`config.mk`:
```
export PLATFORM = sky130hd
export DESIGN_NAME = conv_result_streamer
export DESIGN_NICKNAME = d
export VERILOG_FILES = /design/src/rtl/conv_result_streamer.sv
export SDC_FILE = /design/constraint.sdc
export NUM_CORES = 1
export LEC_CHECK = 0
export BUFFER_PORTS_ARGS = -buffer_cell sky130_fd_sc_hd__buf_2
export CORE_AREA = 4 4 270 272
export CTS_BUF_LIST = sky130_fd_sc_hd__clkbuf_2 sky130_fd_sc_hd__clkbuf_4 sky130_fd_sc_hd__clkbuf_8
export DETAILED_ROUTE_END_ITERATION = 8
export DIE_AREA = 0 0 274 276
export SLEW_MARGIN = 20
export SYNTH_ARGS = -nofsm -noshare
export SYNTH_HDL_FRONTEND = slang
export SYNTH_SLANG_ARGS = --single-unit
```
`constraint.sdc`:
```
create_clock -name clk -period 5.63 [get_ports clk]
set_input_delay 0.2815 -clock clk [delete_from_list [all_inputs] [get_ports clk]]
set_output_delay 0.2815 -clock clk [all_outputs]
set_load 0.02 [all_outputs]
```
`src/rtl/conv_result_streamer.sv`:
```
// Captures a conv3x3 result frame on the rising edge of done and streams the (rows-2)x(cols-2) window row-major.
// First beat one cycle after capture, one beat per cycle while out_ready is high; all out_* hold while stalled.
module conv_result_streamer #(
  parameter int total_bits = 16,
  parameter int frac_bits  = 8,
  parameter int max_rows   = 8,
  parameter int max_cols   = 8
) (
  input  logic                                          clk,
  input  logic                                          rst_n,
  input  logic [3:0]                                    rows,
  input  logic [3:0]                                    cols,
  input  logic [(max_rows-2)*(max_cols-2)*total_bits-1:0] filtered_matrix,
  input  logic                                          done,
  output logic                                          out_valid,
  input  logic                                          out_ready,
  output logic [total_bits-1:0]                         out_data,
  output logic [7:0]                                    out_pix,
  output logic [3:0]                                    out_row,
  output logic [3:0]                                    out_col,
  output logic                                          out_sol,
  output logic                                          out_eol,
  output logic                                          out_eof,
  output logic                                          busy,
  output logic                                          frame_done,
  output logic                                          err,
  output logic                                          overrun
);

  localparam int n_elem   = (max_rows-2)*(max_cols-2);
  localparam int mat_bits = n_elem*total_bits;
  localparam int base_w   = $clog2(mat_bits);
  localparam logic [3:0] rows_hi = 4'(max_rows);
  localparam logic [3:0] cols_hi = 4'(max_cols);
  localparam logic signed [total_bits-1:0] one_q = total_bits'(1) << frac_bits;

  typedef enum logic {IDLE, STREAM} state_t;

  state_t                 state, state_nxt;
  logic                   done_q;
  logic [3:0]             r, c;
  logic [3:0]             rows_q, cols_q;
  logic [mat_bits-1:0]    mat_q;

  logic                   start, size_ok, capture, active, fire;
  logic                   at_eol, at_eof;
  logic [7:0]             idx;
  logic [base_w-1:0]      base;
  logic signed [total_bits-1:0] v;

  assign start   = done & ~done_q;
  assign size_ok = (rows >= 4'd3) && (rows <= rows_hi) && (cols >= 4'd3) && (cols <= cols_hi);
  assign active  = (state == STREAM);
  assign fire    = active & out_ready;
  assign at_eol  = (c == cols_q - 4'd3);
  assign at_eof  = at_eol && (r == rows_q - 4'd3);

  always_ff @(posedge clk or negedge rst_n) begin
    if (!rst_n) state <= IDLE;
    else        state <= state_nxt;
  end

  always_comb begin
    state_nxt = state;
    capture   = 1'b0;
    case (state)
      IDLE: begin
        if (start && size_ok) begin
          capture   = 1'b1;
          state_nxt = STREAM;
        end
      end
      STREAM: begin
        if (fire && at_eof) state_nxt = IDLE;
      end
      default: state_nxt = IDLE;
    endcase
  end

  always_ff @(posedge clk or negedge rst_n) begin
    if (!rst_n) begin
      done_q     <= 1'b0;
      r          <= '0;
      c          <= '0;
      rows_q     <= '0;
      cols_q     <= '0;
      mat_q      <= '0;
      frame_done <= 1'b0;
      err        <= 1'b0;
      overrun    <= 1'b0;
    end else begin
      done_q     <= done;
      frame_done <= fire & at_eof;
      err        <= start & ~size_ok & (state == IDLE);
      overrun    <= start & active;
      if (capture) begin
        mat_q  <= filtered_matrix;
        rows_q <= rows;
        cols_q <= cols;
        r      <= '0;
        c      <= '0;
      end else if (fire) begin
        if (at_eof) begin
          r <= '0;
          c <= '0;
        end else if (at_eol) begin
          r <= r + 4'd1;
          c <= '0;
        end else begin
          c <= c + 4'd1;
        end
      end
    end
  end

  // Element (r,c) sits at stride (cols-2) of the latched frame.
  always_comb begin
    idx  = {4'd0, r} * {4'd0, cols_q - 4'd2} + {4'd0, c};
    base = base_w'(idx) * base_w'(total_bits);
    v    = active ? $signed(mat_q[base +: total_bits]) : '0;
  end

  always_comb begin
    out_pix = v[frac_bits-1 -: 8];
    if (v < 0)          out_pix = 8'd0;
    else if (v >= one_q) out_pix = 8'd255;
  end

  assign out_valid = active;
  assign busy      = active;
  assign out_data  = v;
  assign out_row   = active ? r : 4'd0;
  assign out_col   = active ? c : 4'd0;
  assign out_sol   = active & (c == 4'd0);
  assign out_eol   = active & at_eol;
  assign out_eof   = active & at_eof;

endmodule

```
==> summary.txt, run 1 <==
GRT
  • First-pass GRT wire length: 168000 um
  • Met1 GRT Util: 0.371
  • Initial antenna violation count: 25
  • Gr ovfl total: 0
  • Vias in the first global route: about 28000
  • Largest net degree at the start of global routing: 227
  • Met3 Resource Use GR: 0.0486
  • GRT Max-Usage Layer: met2
  • Global Route met2 Usage: 0.479
  • Gr usage total: 0.292

Detailed routing
  • Initial DRC Count: between 2000 and 2500
  • 1st-pass router iterations: 8
  • Routed WL: approximately 110000 um
  • WL per Instance: 21.3 um
  • Vias per inst: approximately 5
  • Antenna viol nets, final: 0
  • Total vias in the final route: between 20000 and 30000
  • Remaining routing DRC violations: 0

Timing
  • Final setup margin: about 7.2 ps
  • Final Hold Vio Count: 0
  • Setup_tns: 0 ps
  • Unrepaired setup endpoints after global routing: true
  • Worst slew pin tran: 1170 ps
  • Final setup violation count: 0
  • Max Slew Vio Count: 0
  • Tmin final: about 5600 ps
  • Period Utilization, post-route: 0.999
  • Normalized max-slew margin: 0.223
  • Maximum clock frequency: between 150 and 200 MHz
  • Skew final: ~44 ps

Layout
  • Register area: ~15000 sq um
  • Layout cells sized above 1: 0.261
  • Area of the multi-input gates: between 10000 and 15000 sq um
  • # fillers: roughly 5800
  • Final instance area: 40900 sq um
  • # nets final: ~4800
  • Most frequent cells in the layout: nand2_1 (1769), buf_2 (620), dfrtp_1 (596), dlygate4sd3_1 (589), mux4_2 (164)
  • Area growth syn-to-layout: 45.8%
  • Most common cell after layout, fill and taps aside: nand2_1

Logic synthesis
  • Post-Synth Adder-Cell Area: 0.0123
  • Warnings, synthesis: 0
  • Post-synth net total: 3589
  • Xor/xnor share of the synthesized area: 0.00851
  • Synth Flop Type: dfrtp_1
  • Yosys reg bits: around 600
  • Register area share after synthesis: 0.532
  • Largest family of logic cells by synthesized area: simple AND/OR/NAND/NOR gates
  • Synth Area in Compound Gates: 0.0201
  • Synthesized area: 28100 sq um
  • EDFF count, synth: 0
  • Ys async rst share: 1.00
  • Distinct cells, synth: 60
  • Mux cell area share after synthesis: 0.137
  • Cells after Synth: slightly below 3000
  • Simple-gate share of the synthesized area: 0.256
  • Mapped Avg Cell Area: between 9 and 10 sq um

Place
  • Placement Setup Slack: -42.8 ps
  • Input/output buffers: ~630
  • Placement Cell Area: ~32000 sq um
  • Post-DP HPWL: 75100 um
  • GPL Wtd Cong: between 0.8 and 0.9

Floorplanning
  • # IOs: around 630
  • Std-Cell Rows: 98
  • Die ar.: approximately 76000 sq um
  • Initial core utilization: 0.397
  • Core area: about 71000 sq um
  • Die W: between 200 and 300 um
  • Die Ht: 276 um

Clock network
  • Max H-tree Level: 3
  • Clk Latency, worst-skew pair: slightly above 700 ps
  • TritonCTS Buffers: roughly 100
  • # clock sinks: approximately 600
  • Clk buf depth: 3
  • Clock root cell: clkbuf_8
  • Clock Pin Slew Worst Setup and Hold Paths: ~70 ps
  • CTS tree: built

Critical path
  • Worst-path cell chain: inv_2 -> ha_4 -> nor2b_1 -> ha_1 -> ha_1 -> inv_1 -> fa_1 -> fa_4 -> buf_12 -> buf_8 -> mux4_2 -> mux2i_4 -> nor2_1 -> o2111ai_1 -> o221ai_2 -> nor4_4 -> buf_6 -> a31oi_2 -> buf_4
  • Startpoint types: flop
  • Slowest-stage cell, CP: fa_4
  • Setup crit end kind: primary output
  • Max FO, Critical Path: 8
  • Crit-path max cell delay: a little under 900 ps
  • CP arrival: 5340 ps
  • Crit path kind: flop to primary output
  • Critical Path RT: 5350 ps
  • Critical Path Most Common Cell: ha_1

Power and ir drop
  • Worst VDD drop: ~270 uV
  • Leakage power: 21.7 nW
  • Design Power: about 13 mW
  • Pwr dens: around 330 nW/um^2

Outcome
  • Status: finished clean

Min path
  • Worst hold path class: primary input to async pin

Run
  • MaxCap Viol Count: 0
-- final timing paths --
check / slack, ps / from / endpoint / cells past startpoint
worst max-delay path: 7 / cols_q[1] / out_pix[1] / 19
worst max register to register: 2740 / busy / mat_q[241] / 7
worst min-delay path: 260 / rst_n / mat_q[115] / 2
worst min register to register: 470 / mat_q[559] / mat_q[559] / 2
min in group clk: 300 / done / done_q / 2
max in group asynchronous: 3850 / rst_n / cols_q[1] / 3
-- repair_timing --
| action | in CTS | in global routing |
|---|---|---|
| gates resized for setup | 26 | 35 |
| setup endpoints to repair | 24 | 21 |
| hold endpoints to repair | 684 | 0 |
| pin swaps | 8 | 7 |
| hold buffers | 589 | 0 |
| buffers inserted | 13 | 9 |
| gates cloned | 1 | 0 |
-- stage by stage --
stage / instances / util / hold slack, ps
global route: 5244 / 0.579 / 268
floorplan: 2977 / - / -14.1
global placement: 4426 / 0.455 / 406
CTS: 5215 / 0.574 / 210
detailed placement: 4426 / 0.455 / 403
finish: 5249 / 0.579 / 260
-- cells in the mapped netlist, drive strengths merged (3+ instances only) --
master	n	area share
nor2	34	0.0047
mux4	164	0.13
nor4	3	0.0012
buf	57	0.013
nand4	11	0.0025
a22o	4	0.0012
dfrtp	597	0.53
nand3b	3	0.0012
inv	40	0.0053
and2	10	0.0022
a31oi	10	0.0022
ha	18	0.0080
xnor2	13	0.0043
fa	6	0.0043
nand2	1769	0.24
nor2b	7	0.0016
nand3	5	0.0011
o221ai	13	0.0056
and3	4	0.00089
o2111ai	4	0.0012
o21ai	9	0.0016
clkbuf	126	0.017
a221oi	4	0.0015
mux2	3	0.0012
mux2i	10	0.0036
nand2b	3	0.00067
a21oi	18	0.0033
xor2	6	0.0025
-- registers in the layout, indices dropped and copies added (netlist names) --
name	flops
err	1
mat_q	576
c	4
rows_q	4
frame_done	1
cols_q	4
done_q	1
busy	1
r	4
overrun	1
-- critical path, delay by kind of cell (launching register included) --
family                   cells  cell delay (ps)
buffers and inverters        6              780
multiplexers                 2              490
adder cells (fa/ha/maj)      5             2070
flip-flops                   1              410
AO/OA/AOI/OAI                3              510
AND/OR/NAND/NOR              3              410
-- power by group --
group | internal (mW) | switching [mW] | total (mW)
clock network | 2.48 | 1.91 | 4.39
logic | 2.05 | 2.25 | 4.30
registers | 4.54 | 0.183 | 4.72
total | 9.07 | 4.34 | 13.4
-- final cells by class --
cell class / count / share of cell area
timing repair buffer: 1292 / 0.241
tap: 950 / 0.0290
clock inverter: 22 / 0.00587
clock buffer: 164 / 0.0505
sequential: 597 / 0.365
inverter: 40 / 0.00367
antenna: 27 / 0.00165
multi-input combinational: 2157 / 0.303
-- kinds of logic (layout without fill, tap and decap cells) --
| family | count (synthesis) | count (layout) |
|---|---|---|
| compound gates | 74 | 74 |
| xor+xnor | 21 | 21 |
| fa+ha+maj | 24 | 24 |
| buf+inv | 223 | 1518 |
| flops | 597 | 597 |
| mux | 177 | 177 |
| other cells | 0 | 27 |
| simple gates | 1861 | 1861 |
-- metal layers --
metal	part of all wire	vias up	wire length, um
li1	-	12030	-
met1	0.40	13023	44400
met2	0.48	1216	54200
met3	0.059	420	6640
met4	0.061	4	6830
met5	0.00019	-	21
No activity file was read; power rests on OpenSTA's default activity.
==> run 2, diff against run 1 <==
--- a/config.mk
+++ b/config.mk
@@ -5,11 +5,12 @@
 export SDC_FILE = /design/constraint.sdc
 export NUM_CORES = 1
 export LEC_CHECK = 0
-export BUFFER_PORTS_ARGS = -buffer_cell sky130_fd_sc_hd__buf_2
 export CORE_AREA = 4 4 270 272
 export CTS_BUF_LIST = sky130_fd_sc_hd__clkbuf_2 sky130_fd_sc_hd__clkbuf_4 sky130_fd_sc_hd__clkbuf_8
 export DETAILED_ROUTE_END_ITERATION = 8
 export DIE_AREA = 0 0 274 276
+export DONT_BUFFER_PORTS = 1
+export RECOVER_POWER = 25
 export SLEW_MARGIN = 20
 export SYNTH_ARGS = -nofsm -noshare
 export SYNTH_HDL_FRONTEND = slang
==> summary.txt, run 2 (synthesis results as in run 1) <==
Outcome
  • Status: complete, but fails checks (was finished clean)
  • Failing checks: negative hold slack, max-slew violations, negative setup slack

Floorplanning
  • Core area: 70800 sq um (unchanged)
  • Die W: 274 um (unchanged)
  • Std-Cell Rows: 98 (unchanged)
  • Initial core utilization: 0.397 (unchanged)
  • # IOs: 628 (unchanged)
  • Die ar.: 75600 sq um (unchanged)
  • Die Ht: 276 um (unchanged)

Detailed routing
  • WL per Instance: 23.1 um (was 21.3 um)
  • 1st-pass router iterations: 5 (was 8)
  • Total vias in the final route: 24307 (was 26693)
  • Antenna viol nets, final: 0 (unchanged)
  • Vias per inst: 5.24 (was 5.09)
  • Initial DRC Count: 2274 (was 2116)
  • Remaining routing DRC violations: 0 (unchanged)
  • Routed WL: 107000 um (was 112000 um)

Place
  • Placement Cell Area: 29100 sq um (was 32200 sq um)
  • Placement Setup Slack: 71.7 ps (was -42.8 ps)
  • Input/output buffers: 0 (was 627)
  • Post-DP HPWL: 71600 um (was 75100 um)
  • Dpl cells: 3807 (was 4426)
  • GPL Wtd Cong: 0.831 (was 0.858)

Timing
  • Skew final: 56.9 ps (was 44.2 ps)
  • Tmin final: 5690 ps (was 5620 ps)
  • Final Hold Vio Count: 597 (was 0)
  • Max Slew Vio Count: 220 (was 0)
  • Final setup violation count: 8 (was 0)
  • Period Utilization, post-route: 1.01 (was 0.999)
  • Setup_tns: -355 ps (was 0 ps)
  • Worst slew pin tran: 1900 ps (was 1170 ps)
  • Final hold slack: -761 ps (was 260 ps)
  • Normalized max-slew margin: -0.268 (was 0.223)
  • Unrepaired setup endpoints after global routing: true (unchanged)
  • Final setup margin: -61.2 ps (was 7.17 ps)
  • Maximum clock frequency: 176 MHz (was 178 MHz)

Critical path
  • Slowest-stage cell, CP: fa_4 (unchanged)
  • CP endpoint: out_pix[5] (was out_pix[1])
  • Worst r2r path cells: 8 (was 7)
  • Worst-path cell chain: inv_2 -> ha_4 -> nor2b_2 -> ha_1 -> ha_1 -> inv_1 -> fa_1 -> fa_4 -> buf_4 -> buf_4 -> clkinvlp_4 -> nor2_4 -> a22oi_1 -> and3_1 -> a21o_1 -> a211o_4 -> a31oi_2 -> buf_4 (was inv_2 -> ha_4 -> nor2b_1 -> ha_1 -> ha_1 -> inv_1 -> fa_1 -> fa_4 -> buf_12 -> buf_8 -> mux4_2 -> mux2i_4 -> nor2_1 -> o2111ai_1 -> o221ai_2 -> nor4_4 -> buf_6 -> a31oi_2 -> buf_4)
  • Reg2reg end: mat_q[61] (was mat_q[241])
  • Crit-path max cell delay: 870 ps (was 880 ps)
  • Reg2reg start: busy (unchanged)
  • Critical Path Most Common Cell: buf_4 (was ha_1)
  • Startpoint types: flop (unchanged)
  • FF-to-FF setup slack: 2070 ps (was 2740 ps)
  • Critical Path RT: 5350 ps (about the same)
  • Setup crit end kind: primary output (unchanged)
  • Max FO, Critical Path: 8 (unchanged)
  • Worst Setup SP: cols_q[1] (unchanged)
  • Crit path kind: flop to primary output (unchanged)
  • CP arrival: 5410 ps (was 5340 ps)

Layout
  • # nets final: 4189 (was 4804)
  • Final core utilization: 0.537 (was 0.579)
  • Post-Layout Cell Count: 4638 (was 5249)
  • Max reg flops: 576 (unchanged)
  • Most common cell after layout, fill and taps aside: nand2_1 (unchanged)
  • Area growth syn-to-layout: 35.3% (was 45.8%)
  • Most frequent cells in the layout: nand2_1 (1768), dfrtp_1 (597), dlygate4sd3_1 (588), mux4_2 (163), clkbuf_8 (129) (was nand2_1 (1769), buf_2 (620), dfrtp_1 (596), dlygate4sd3_1 (589), mux4_2 (164))
  • Largest Register: mat_q (unchanged)
  • Final instance area: 38000 sq um (was 40900 sq um)
  • Layout cells sized above 1: 0.135 (was 0.261)

Clock network
  • Clk Latency, worst-skew pair: 740 ps (was 720 ps)
  • CTS Hold Bufs: 588 (was 589)
  • # clock sinks: 597 (unchanged)
  • Clk buf depth: 3 (unchanged)
  • Clock Pin Slew Worst Setup and Hold Paths: 80 ps (was 70 ps)
  • CTS tree: built (unchanged)
  • TritonCTS Buffers: 104 (unchanged)
  • Max H-tree Level: 3 (unchanged)
  • Clock root cell: clkbuf_8 (unchanged)

Power and ir drop
  • Pwr dens: 352 nW/um^2 (was 328 nW/um^2)
  • Leakage power: 19.3 nW (was 21.7 nW)
  • Worst VDD drop: 234 uV (was 273 uV)
  • Design Power: 13.4 mW (about the same)

GRT
  • Gr ovfl total: 0 (unchanged)
  • Gr usage total: 0.278 (was 0.292)
  • Vias in the first global route: 25671 (was 28080)
  • Largest net degree at the start of global routing: 598 (was 227)
  • First-pass GRT wire length: 159000 um (was 168000 um)
  • Initial antenna violation count: 30 (was 25)

Min path
  • Worst hold path class: primary input to async pin (unchanged)

Run
  • MaxCap Viol Count: 0 (unchanged)
[run 2: cell count changes in the layout (fill, tap and decap cells not counted), moves of 3 or more]
cell and delta:
bufinv_16 +4, buf_4 +5, buf_2 -620, a21oi_2 -3
nor2_1 +3, nor2_2 -4, buf_6 -4, clkbuf_8 -5
clkinv_2 +5, buf_12 +5
[run 2: worst min-delay path by stage]
stage	cells past startpoint	slack (ps)	endpoint
4_1_cts	0	-800	mat_q[100]
3_3_place_gp	0	20	mat_q[100]
3_5_place_dp	0	10	mat_q[0]
6_report	0	-760	mat_q[99]
2_1_floorplan	0	-10	busy
5_1_grt	0	-820	mat_q[100]
[run 2: final cells by class]
type | instances | area (sq um)
clock inverter | 31 | 394
antenna | 29 | 72.6
sequential | 597 | 14900
clock buffer | 157 | 1990
tap | 950 | 1190
timing repair buffer | 675 | 6790
inverter | 40 | 154
multi-input combinational | 2159 | 12500
fill | 6011 | 32800
[run 2: worst max-delay path: cells and delay by family, from the launching register on]
| kind | cells | cell delay (ps) |
|---|---|---|
| DFF | 1 | 400 |
| and+or+nand+nor | 3 | 520 |
| adders and majority gates | 5 | 2090 |
| AOI/OAI and AO/OA | 4 | 910 |
| buffers and inverters | 6 | 750 |
[run 2: power breakdown]
part           leakage [nW]  internal [mW]  total [mW]  switching [mW]
clock network          1.26           2.60        4.55            1.96
registers              8.30           4.54        4.73           0.187
logic                  9.73           1.94        4.09            2.15
[run 2: repair_timing]
action / in CTS / in global routing
gates cloned: 0 / 2
gates resized for setup: 28 / 21
endpoints found under the hold margin: 1192 / 597
setup buffers: 15 / 10
pin swaps: 12 / 7
endpoints found under the setup margin: 24 / 20
[run 2: metal layers]
layer  part of all wire  GRT usage  vias up
li1                   -          -    10808
met1               0.39      0.349    12062
met2               0.49      0.462     1091
met3              0.062     0.0588      338
met4              0.053      0.126        8
met5            0.00046          0        -
